[config.mk]
export PLATFORM = sky130hd
export DESIGN_NAME = relu_maxpool_stream
export DESIGN_NICKNAME = d
export VERILOG_FILES = /design/src/rtl/relu_maxpool_stream.sv
export SDC_FILE = /design/constraint.sdc
export NUM_CORES = 1
export LEC_CHECK = 0
export CORE_MARGIN = 5
export CORE_UTILIZATION = 35
export DETAILED_ROUTE_END_ITERATION = 6
export MAX_ROUTING_LAYER = met4
export PLACE_DENSITY_LB_ADDON = 0.2
export SYNTH_ARGS = -nofsm -noshare
export SYNTH_HDL_FRONTEND = slang
export SYNTH_SLANG_ARGS = --single-unit
[constraint.sdc]
create_clock -name clk_i -period 12.2 [get_ports clk_i]
set_input_delay 3.66 -clock clk_i [delete_from_list [all_inputs] [get_ports clk_i]]
set_output_delay 3.66 -clock clk_i [all_outputs]
set_load 0.05 [all_outputs]
[src/rtl/relu_maxpool_stream.sv]
// 2x2 / stride-2 streaming max-pool behind the ReLU stage: raster pixels in,
// one pooled pixel per 2x2 block out, with a frame-end marker on the last one.
module relu_maxpool_stream #(
  parameter int DATA_WIDTH = 32,
  parameter int IMG_WIDTH  = 26,
  parameter int IMG_HEIGHT = 26
) (
  input  logic                  clk_i,
  input  logic                  rst_ni,
  input  logic                  clear_i,
  input  logic [DATA_WIDTH-1:0] in_data_i,
  input  logic                  in_valid_i,
  output logic                  in_ready_o,
  output logic [DATA_WIDTH-1:0] out_data_o,
  output logic                  out_valid_o,
  output logic                  out_last_o,
  input  logic                  out_ready_i,
  output logic                  busy_o
);

  localparam int PW       = IMG_WIDTH / 2;
  localparam int PH       = IMG_HEIGHT / 2;
  localparam int CW       = (IMG_WIDTH > 2) ? $clog2(IMG_WIDTH) : 1;
  localparam int RW       = (IMG_HEIGHT > 2) ? $clog2(IMG_HEIGHT) : 1;
  localparam int RB_DEPTH = (PW > 1) ? PW : 2;
  localparam int BW       = $clog2(RB_DEPTH);

  localparam logic [CW-1:0] COL_MAX   = CW'(IMG_WIDTH - 1);
  localparam logic [RW-1:0] ROW_MAX   = RW'(IMG_HEIGHT - 1);
  localparam logic [CW-1:0] PCOL_LAST = CW'(PW - 1);
  localparam logic [RW-1:0] PROW_LAST = RW'(PH - 1);

  function automatic logic signed [DATA_WIDTH-1:0] smax(
    input logic signed [DATA_WIDTH-1:0] a,
    input logic signed [DATA_WIDTH-1:0] b
  );
    return (a > b) ? a : b;
  endfunction

  logic [CW-1:0]                col_q, col_d;
  logic [RW-1:0]                row_q, row_d;
  logic signed [DATA_WIDTH-1:0] h_q, h_d;
  logic signed [DATA_WIDTH-1:0] rb_q;
  logic [DATA_WIDTH-1:0]        out_data_q, out_data_d;
  logic                         out_valid_q, out_valid_d;
  logic                         out_last_q, out_last_d;

  logic signed [DATA_WIDTH-1:0] rowbuf [RB_DEPTH];

  logic                         accept, take, load;
  logic [CW-1:0]                pcol;
  logic [RW-1:0]                prow;
  logic signed [DATA_WIDTH-1:0] pix, hmax, pool;

  assign in_ready_o = ~out_valid_q | out_ready_i;
  assign accept     = in_valid_i & in_ready_o;
  assign take       = accept & ~clear_i;
  assign pcol       = col_q >> 1;
  assign prow       = row_q >> 1;
  assign pix        = in_data_i;
  assign hmax       = smax(h_q, pix);
  assign pool       = smax(rb_q, hmax);
  // An odd col/odd row pixel is always inside the pooled area, so the
  // trailing column/row of an odd-sized map never reaches this path.
  assign load       = take & col_q[0] & row_q[0];

  always_comb begin
    col_d       = col_q;
    row_d       = row_q;
    h_d         = h_q;
    out_data_d  = out_data_q;
    out_valid_d = out_valid_q;
    out_last_d  = out_last_q;
    if (clear_i) begin
      col_d       = '0;
      row_d       = '0;
      out_valid_d = 1'b0;
    end else begin
      if (accept) begin
        if (col_q == COL_MAX) begin
          col_d = '0;
          row_d = (row_q == ROW_MAX) ? '0 : row_q + 1'b1;
        end else begin
          col_d = col_q + 1'b1;
        end
        if (!col_q[0]) h_d = pix;
      end
      if (load) begin
        out_data_d  = pool;
        out_valid_d = 1'b1;
        out_last_d  = (pcol == PCOL_LAST) && (prow == PROW_LAST);
      end else if (out_ready_i) begin
        out_valid_d = 1'b0;
      end
    end
  end

  always_ff @(posedge clk_i or negedge rst_ni) begin
    if (!rst_ni) begin
      col_q       <= '0;
      row_q       <= '0;
      h_q         <= '0;
      out_data_q  <= '0;
      out_valid_q <= 1'b0;
      out_last_q  <= 1'b0;
    end else begin
      col_q       <= col_d;
      row_q       <= row_d;
      h_q         <= h_d;
      out_data_q  <= out_data_d;
      out_valid_q <= out_valid_d;
      out_last_q  <= out_last_d;
    end
  end

  // Row buffer read is prefetched on the even column of an odd row, so the
  // odd-column result only needs the registered copy in rb_q.
  always_ff @(posedge clk_i) begin
    if (take) begin
      if (!row_q[0] && col_q[0]) rowbuf[pcol[BW-1:0]] <= hmax;
      if (row_q[0] && !col_q[0]) rb_q <= rowbuf[pcol[BW-1:0]];
    end
  end

  assign out_data_o  = out_data_q;
  assign out_valid_o = out_valid_q;
  assign out_last_o  = out_last_q;
  assign busy_o      = (|col_q) | (|row_q) | out_valid_q;

endmodule
==> results.cfg, run 1 <==
[power]
powerDensity_nw_per_um2 = 187
p_sw_share_pct = 29.8
irDropWorstVdd_v = 0.000108
power_leakage_nw = 8.93
p_switching_w = 0.00150
seqPwrFrac_pct = 44.9
power.share.clock_pct = 34.8
pwr-share-comb_pct = 20.2
p_int_w = 0.00354

[final_layout]
seq_area_um2 = 15400
multi_input_area_um2 = 7350
antenna_cells = 0
n_fill_cell = 5837
area_growth_syn_to_layout_pct = 16.0
drive_gt1_share_pct = 28.0
post-route-util_pct = 41.0
fin_nets = 1471

[clocking]
clk_latency_ps = 620
cts_tree = built
cts_htree_levels = 2
postCtsSetupRepairBufs = 0
cts_hold_buf = 0
cts-root-buf = clkbuf_16
clk_pin_slew_ps = 60
clockBufferDepth = 3
clkSinkCount = 524
numCtsBuffers = 56
ctsResizeCount = 0

[min_path]
min_path_type = flip-flop to flip-flop
min_from = out_last_o
whs_path_depth = 2
min_to = out_last_o

[worst_setup_path]
rr_worst_depth = 17
worst-path-buf-inv = 4
endpoint_kind = flip-flop
criticalPathCategory = input port to flip-flop
r2r_slack_ps = 5650
cp_max_fo = 32
worstSetupStartpointType = input port
r2r_start = h_q[23]
slowest_stage = a2111oi_0
max_stage_delay_ps = 1080
critical_path_required_ps = 12640
r2r_end = out_data_o[31]
crit_arrival_ps = 10210
crit_family = compound AO/OA/AOI/OAI gates
path_cells = clkdlybuf4s50_1, inv_1, ha_1, a21oi_1, o21ai_1, a221oi_1, nor3_4, or3_2, buf_4, a31oi_4, inv_1, ha_1, nor2b_1, o211ai_1, a2111oi_0, o41a_1, o21a_1, nand2b_2, o211ai_1

[synth]
ys_ff_latch = 524
synth_area_um2 = 23200
synth_xor_area_share_pct = 0.0754
synth_edf_count = 448
synth.yosys.warnings = 0
syn_area_per_cell_um2 = 18.2
synth_top_family_by_area = multiplexers
syn_nets = 1385
yosys.area_share.adder_pct = 3.77
yosysUniqueCellTypes = 51
synthArstFlopShare_pct = 14.5
synthCells = 1278
ys.flop_type = edfxtp_1
ys_seq_area_share_pct = 66.1
muxShareOfSynthArea_pct = 14.0
synth_compound_area_share_pct = 9.57
yosys.area_share.simple_pct = 3.70

[global_route]
grt-ovfl-total = 0
grt_max_degree = 58
track_usage_pct = 17.1
antenna_found_initial = 1
first_global_vias = 12800
grt_pass1_wl_um = 88600

[timing]
max-slew-margin-rel_pct = 12.5
finalCritPeriodShare_pct = 80.1
worst_slew_pin_slew_ps = 1280
max_freq_mhz = 102
finalHoldViolations = 0
rsz0062_at_grt = no
fin_tns_setup_ps = 0
setup_violations = 0
skew_ps = 22.7
drv_slew = 0
fin_crit_ps = 9770

[place]
dp_hpwl_um = 33400
port_buffers = 72
place_congestion = 0.773

[floorplanning]
die_width_um = 268
dieHeight_um = 268
dieArea_um2 = 71600
core_area_um2 = 65700
fp-row-count = 94
ios = 73
start_util_pct = 35.3

[detailed_routing]
post-route-drc-count = 0
ant_nets = 0
drtPass1Iterations = 4
first_iter_violations = 849
wl_per_cell_um = 26.1
routed_wl_um = 59400
via_count = 12300
via_per_inst = 5.42

[flow_run]
cap_violations = 0

[run_status]
status = finished clean
==> power groups by stage <==
stage | sequential [W] | clock, W | combinational (W)
finish | 0.00226 | 0.00176 | 0.00102
global route | 0.00227 | 0.00187 | 0.00110
CTS | 0.00227 | 0.00180 | 0.00103
detailed placement | 0.00230 | 0 | 0.00102
global placement | 0.00231 | 0 | 0.00101
floorplan | 0.00242 | 0 | 0.000534
==> synth_stat cells, types with 11 or more instances <==
cell type	n	area (µm²)
clkbuf_1	41	154
o32ai_2	28	455
nor2_1	20	75.1
o211ai_1	37	278
inv_1	74	278
mux4_2	128	2880
mux2_2	32	360
edfxtp_1	448	13500
nand2_1	57	214
o211ai_2	30	375
a21oi_1	29	145
o21ai_0	11	55.1
nand3_1	44	220
nand4_1	17	106
a31oi_4	30	638
nor3_1	11	55.1
dfrtp_1	76	1900
buf_2	23	115
ha_1	70	876
==> flip-flops by register name, summed over array words and instances (netlist names) <==
signal and cells:
h_q 32, rowbuf 416, row_q 5, out_valid_o 1
col_q 5, out_last_o 1, out_data_o 32, rb_q 32
==> per-layer routing <==
metal  global-route usage [%]  vias up  wire length [µm]
met4                     3.84        0              1100
met5                        -        -                 0
met3                     2.27       76              1960
li1                         -     5387                 -
met1                     23.4     6648             26900
met2                     27.8      216             29500
==> layout make-up <==
type                    instances  area share (%)
well taps                     864            4.01
repair buffers                104            3.56
inverters                      74            1.03
flip-flops and latches        524            57.0
multi-input cells             604            27.3
clock inverters                43            1.77
clock buffers                  63            5.30
==> per-stage QoR <==
step | cells | instance area [µm²] | hold WS [ps] | setup WS [ps] | power, W
floorplan | 1278 | 23200 | 486 | 3890 | 0.00295
global placement | 2170 | 25000 | 470 | 1920 | 0.00331
detailed placement | 2170 | 25000 | 475 | 1850 | 0.00333
CTS | 2276 | 26900 | 497 | 2490 | 0.00510
global route | 2276 | 26900 | 511 | 2150 | 0.00525
finish | 2276 | 26900 | 494 | 2430 | 0.00504
==> worst min-delay path: stages (launching register included) <==
cell	delay [ps]
dfrtp_1	350
nand2_1	50
o21ai_0	60
==> worst max-delay path by stage <==
stage / start / end / cells past startpoint
6_report: in_data_i[7] / out_data_o[31] / 19
5_1_grt: in_data_i[22] / out_data_o[9] / 19
4_1_cts: in_data_i[7] / out_data_o[31] / 19
3_5_place_dp: in_data_i[7] / out_data_o[3] / 19
3_3_place_gp: in_data_i[23] / out_data_o[3] / 19
2_1_floorplan: out_ready_i / rowbuf[1][0] / 5
==> cell families (layout without fill, tap and decap cells) <==
| kind of cell | Yosys count | after routing |
|---|---|---|
| fa+ha+maj | 70 | 70 |
| simple gates | 176 | 176 |
| flops | 524 | 524 |
| xor+xnor | 2 | 2 |
| mux | 160 | 160 |
| buf+inv | 150 | 284 |
| compound gates | 196 | 196 |
==> placed cells by master, fill, tap and decap left out, types with 6 or more instances in the layout <==
cell               n
bufinv_16          9
nand2_1           57
clkinv_1          15
clkinv_2           8
clkbuf_1           7
nor3_2             6
nor2_1            12
a21o_1             6
dfrtp_1           72
mux2_2            32
clkbuf_16         56
nand3_1           43
buf_4             33
clkdlybuf4s50_1   71
o211ai_1          37
inv_1             74
edfxtp_1         448
o32ai_2           28
o21ai_0           11
nand4_1           17
a21oi_1           29
a31oi_4           30
ha_1              70
mux4_2           128
o211ai_2          30
nor2_4             7
(Power assumes the default switching activity.)
==> run 2: changes to the inputs <==
==> constraint.sdc (replaced) <==
create_clock -name clk_i -period 9.76 [get_ports clk_i]
set_input_delay 2.928 -clock clk_i [delete_from_list [all_inputs] [get_ports clk_i]]
set_output_delay 2.928 -clock clk_i [all_outputs]
set_load 0.05 [all_outputs]
==> results.cfg, run 2 (same netlist as run 1, synthesis figures left out) <==
[run_status]
status = finished clean

[floorplanning]
die_width_um = 268
start_util_pct = 35.3
dieArea_um2 = 71600
dieHeight_um = 268
fp-row-count = 94
core_area_um2 = 65700
ios = 73

[detailed_routing]
first_iter_violations = 969
ant_nets = 0
routed_wl_um = 59400
drtPass1Iterations = 5
via_per_inst = 5.41
post-route-drc-count = 0
wl_per_cell_um = 26.1
via_count = 12300

[power]
pwr-share-comb_pct = 20.3
powerDensity_nw_per_um2 = 233
seqPwrFrac_pct = 45.1
p_sw_share_pct = 29.6
irDropWorstVdd_v = 0.000135
power_leakage_nw = 8.97
p_switching_w = 0.00186
power.share.clock_pct = 34.6
p_int_w = 0.00443

[timing]
fin_tns_setup_ps = 0
finalHoldViolations = 0
drv_slew = 0
setup_violations = 0
max_freq_mhz = 122
finalCritPeriodShare_pct = 84.0
skew_ps = 16.9
fin_ws_ps = 1560
rsz0062_at_grt = no
worst_slew_pin_slew_ps = 1010
max-slew-margin-rel_pct = 32.3
fin_crit_ps = 8200

[global_route]
track_usage_pct = 17.1
antenna_found_initial = 1
grt_pass1_wl_um = 88300
first_global_vias = 13000
grt_max_degree = 59
grt-ovfl-total = 0

[worst_setup_path]
cpMostUsedCell = ha_1
slowest_stage = nor4_1
cp_max_fo = 26
max_stage_delay_ps = 730
path_cells = clkdlybuf4s50_1, inv_1, ha_1, and4_1, nand4bb_1, nor2_1, a21oi_4, buf_12, o32ai_2, a31oi_4, ha_1, nand4_1, nor4_1, o41a_1, o21a_1, nand2b_2, buf_4, o211ai_2
crit_arrival_ps = 8660
critical_path_required_ps = 10220
endpoint_kind = flip-flop
worstSetupStartpointType = input port
worst-path-buf-inv = 4
crit_family = simple AND/OR/NAND/NOR gates
criticalPathCategory = input port to flip-flop

[clocking]
cts_tree = built
clkSinkCount = 524
clk_pin_slew_ps = 60
numCtsBuffers = 56
cts-root-buf = clkbuf_16
cts_hold_buf = 0
postCtsSetupRepairBufs = 0
cts_htree_levels = 2
ctsResizeCount = 0
clk_latency_ps = 600
clockBufferDepth = 3

[place]
port_buffers = 72
dp_hpwl_um = 34900
place_area_um2 = 25100
placedCellCount = 2175
place_congestion = 0.760
preCtsSetupSlack_ps = 930

[final_layout]
drive_gt1_share_pct = 28.2
fin_nets = 1476
fin_cells = 2280
layout_commonest_cell = edfxtp_1
seq_area_um2 = 15400
multi_input_area_um2 = 7350
stdcell_area_um2 = 27000
n_fill_cell = 5821
area_growth_syn_to_layout_pct = 16.2
mostFrequentLayoutCells = 448 x edfxtp_1, 128 x mux4_2, 74 x inv_1
largest_reg_flops = 416
antenna_cells = 0

[flow_run]
cap_violations = 0

[min_path]
min_path_type = flip-flop to flip-flop
-- run 2: cell types whose count changed in the layout (fill, tap and decap cells not counted), sizes merged --
cell      before  now
inv           77   76
buf           33   38
clkinvlp       5    4
clkbuf        63   70
bufinv         9    8
clkinv        26   21
-- run 2: final timing paths --
| kind | cells past startpoint | endpoint | start | slack (ps) |
|---|---|---|---|---|
| min in group asynchronous | 1 | out_valid_o | rst_ni | 2270 |
| max in group asynchronous | 2 | out_data_o[15] | rst_ni | 6370 |
| worst max-delay path | 18 | out_data_o[4] | in_data_i[23] | 1560 |
| worst max register to register | 16 | out_data_o[4] | h_q[23] | 4060 |
| worst min register to register | 2 | out_last_o | out_last_o | 500 |
| worst min-delay path | 2 | out_last_o | out_last_o | 500 |
-- run 2: power by group through the flow --
stage	Sequential, W	Combinational [W]	Clock (W)
after global placement	0.00289	0.00126	0
after detailed placement	0.00288	0.00129	0
after global routing	0.00285	0.00138	0.00232
after floorplan	0.00303	0.000667	0
final	0.00284	0.00128	0.00218
after CTS	0.00284	0.00129	0.00223
-- run 2: through the flow --
step                hold slack, ps  power [W]  util, %
floorplan                      486    0.00369        -
global placement               471    0.00415     38.2
detailed placement             486    0.00417     38.2
CTS                            505    0.00636     41.0
global route                   552    0.00655     41.0
finish                         496    0.00629     41.0
-- run 2: cell type report --
type                            instances  share of cell area, %
Clock buffer                           70                   5.55
Timing Repair Buffer                  109                   3.78
Multi-Input combinational cell        604                   27.2
Sequential cell                       524                   56.9
Inverter                               74                   1.03
Clock inverter                         35                   1.45
Tap cell                              864                   4.01
-- run 2: worst reg2reg max path: cells and delay by family, from the launching register on --
family	cells	cell delay, ps
flip-flops	1	420
adder cells (fa/ha/maj)	2	520
AO/OA/AOI/OAI	6	1840
buffers and inverters	2	840
AND/OR/NAND/NOR	6	1950
-- run 2: layer usage --
layer  global-route usage [%]  vias up  part of all wire (%)
li1                         -     5387                     -
met1                     23.2     6563                    45
met2                     27.6      291                    49
met3                     2.76       83                   4.5
met4                     3.80        0                   2.0
met5                        -        -                     0
==> run 3: changes to the inputs <==
==> constraint.sdc (replaced) <==
create_clock -name clk_i -period 8.2 [get_ports clk_i]
set_input_delay 2.46 -clock clk_i [delete_from_list [all_inputs] [get_ports clk_i]]
set_output_delay 2.46 -clock clk_i [all_outputs]
set_load 0.05 [all_outputs]
==> results.cfg, run 3 (same netlist as run 1, synthesis figures left out) <==
[place]
preCtsSetupSlack_ps = 454
placedCellCount = 2177
port_buffers = 72
place_area_um2 = 25100
dp_hpwl_um = 34600
place_congestion = 0.787

[floorplanning]
ios = 73
die_width_um = 268
fp-row-count = 94
start_util_pct = 35.3
dieHeight_um = 268
core_area_um2 = 65700
dieArea_um2 = 71600

[final_layout]
stdcell_area_um2 = 26800
layout_commonest_cell = edfxtp_1
fin_cells = 2280
drive_gt1_share_pct = 28.0
fin_nets = 1478
mostFrequentLayoutCells = 448 x edfxtp_1, 128 x mux4_2, 74 x inv_1
n_fill_cell = 5847
seq_area_um2 = 15400
multi_input_area_um2 = 7350
area_growth_syn_to_layout_pct = 15.5
largest_reg_flops = 416

[global_route]
track_usage_pct = 16.8
grt-ovfl-total = 0
first_global_vias = 12800
grt_pass1_wl_um = 87200
grt_max_degree = 60
antenna_found_initial = 1

[timing]
skew_ps = 20.6
worst_slew_pin_slew_ps = 1030
max_freq_mhz = 139
fin_crit_ps = 7190
fin_tns_setup_ps = 0
max-slew-margin-rel_pct = 31.1
finalHoldViolations = 0
setup_violations = 0
finalCritPeriodShare_pct = 87.7
drv_slew = 0
rsz0062_at_grt = no
fin_ws_ps = 1010

[detailed_routing]
via_per_inst = 5.42
met3_length_um = 2730
wl_met1_um = 26000
routed_wl_um = 58700
drtPass1Iterations = 5
dr.max_layer_used = met4
met2_length_um = 29100
first_iter_violations = 997
ant_nets = 0
post-route-drc-count = 0
via_count = 12400
wl_per_cell_um = 25.8

[run_status]
status = finished clean

[clocking]
cts_hold_buf = 0
cts_tree = built
clkSinkCount = 524
numCtsBuffers = 56
ctsResizeCount = 0
clk_latency_ps = 610
clockBufferDepth = 3
clk_pin_slew_ps = 60
postCtsSetupRepairBufs = 0
cts_htree_levels = 2
cts-root-buf = clkbuf_16

[worst_setup_path]
path_cells = clkdlybuf4s50_1, inv_1, ha_1, nand4_1, a2111o_1, a21oi_4, or3_2, buf_4, a31oi_4, ha_1, a21o_1, nand3_1, a21oi_1, o41a_1, o21a_1, nand2b_2, buf_12, o211ai_1
cpMostUsedCell = ha_1
worstSetupStartpointType = input port
criticalPathCategory = input port to flip-flop
cp_max_fo = 25
slowest_stage = clkdlybuf4s50_1
crit_arrival_ps = 7700
endpoint_kind = flip-flop
max_stage_delay_ps = 560
critical_path_required_ps = 8710
r2r_slack_ps = 3060

[power]
power_leakage_nw = 8.88
total_power_w = 0.00724
powerDensity_nw_per_um2 = 270
irDropWorstVdd_v = 0.000175

[flow_run]
cap_violations = 0

[min_path]
min_path_type = flip-flop to flip-flop
run 3: layout make-up:
| type | instances | area share, % |
|---|---|---|
| sequential | 524 | 57.3 |
| multi-input combinational | 604 | 27.4 |
| clock buffer | 68 | 5.55 |
| tap | 864 | 4.03 |
| timing repair buffer | 111 | 3.86 |
| inverter | 74 | 1.04 |
| clock inverter | 34 | 0.770 |
| antenna | 1 | 0.00933 |
run 3: metrics by stage:
step	utilization, %	hold slack, ps
after floorplan	-	486
after global placement	38.2	472
after detailed placement	38.2	483
after CTS	40.8	517
after global routing	40.8	550
final	40.8	517
run 3: worst paths after layout:
| check | depth (start not counted) | from | to |
|---|---|---|---|
| setup reg to reg | 16 | h_q[14] | out_data_o[3] |
| hold / removal | 2 | out_last_o | out_last_o |
| setup / recovery | 18 | in_data_i[14] | out_data_o[3] |
| hold reg to reg | 2 | out_last_o | out_last_o |
| max in group asynchronous | 2 | rst_ni | out_data_o[6] |
| min in group asynchronous | 1 | rst_ni | h_q[23] |
run 3: power by group:
part	leakage, nW	switching (W)	internal [W]	total [W]
clock	0.816	0.00104	0.00132	0.00235
combinational	3.07	0.00101	0.000510	0.00152
sequential	4.99	0.000155	0.00322	0.00337
total	8.88	0.00220	0.00504	0.00724
run 3: layer usage:
metal  vias up  GRT usage, %
met1      6632          23.0
met5         -             -
met3        67          2.57
met4         0          3.28
li1       5389             -
met2       277          27.2
run 3: worst max-delay path, delay by kind of cell:
family / cells / cell delay, ps
adder cells (fa/ha/maj): 2 / 670
AO/OA/AOI/OAI: 8 / 1920
buffers and inverters: 4 / 1390
AND/OR/NAND/NOR: 4 / 1210
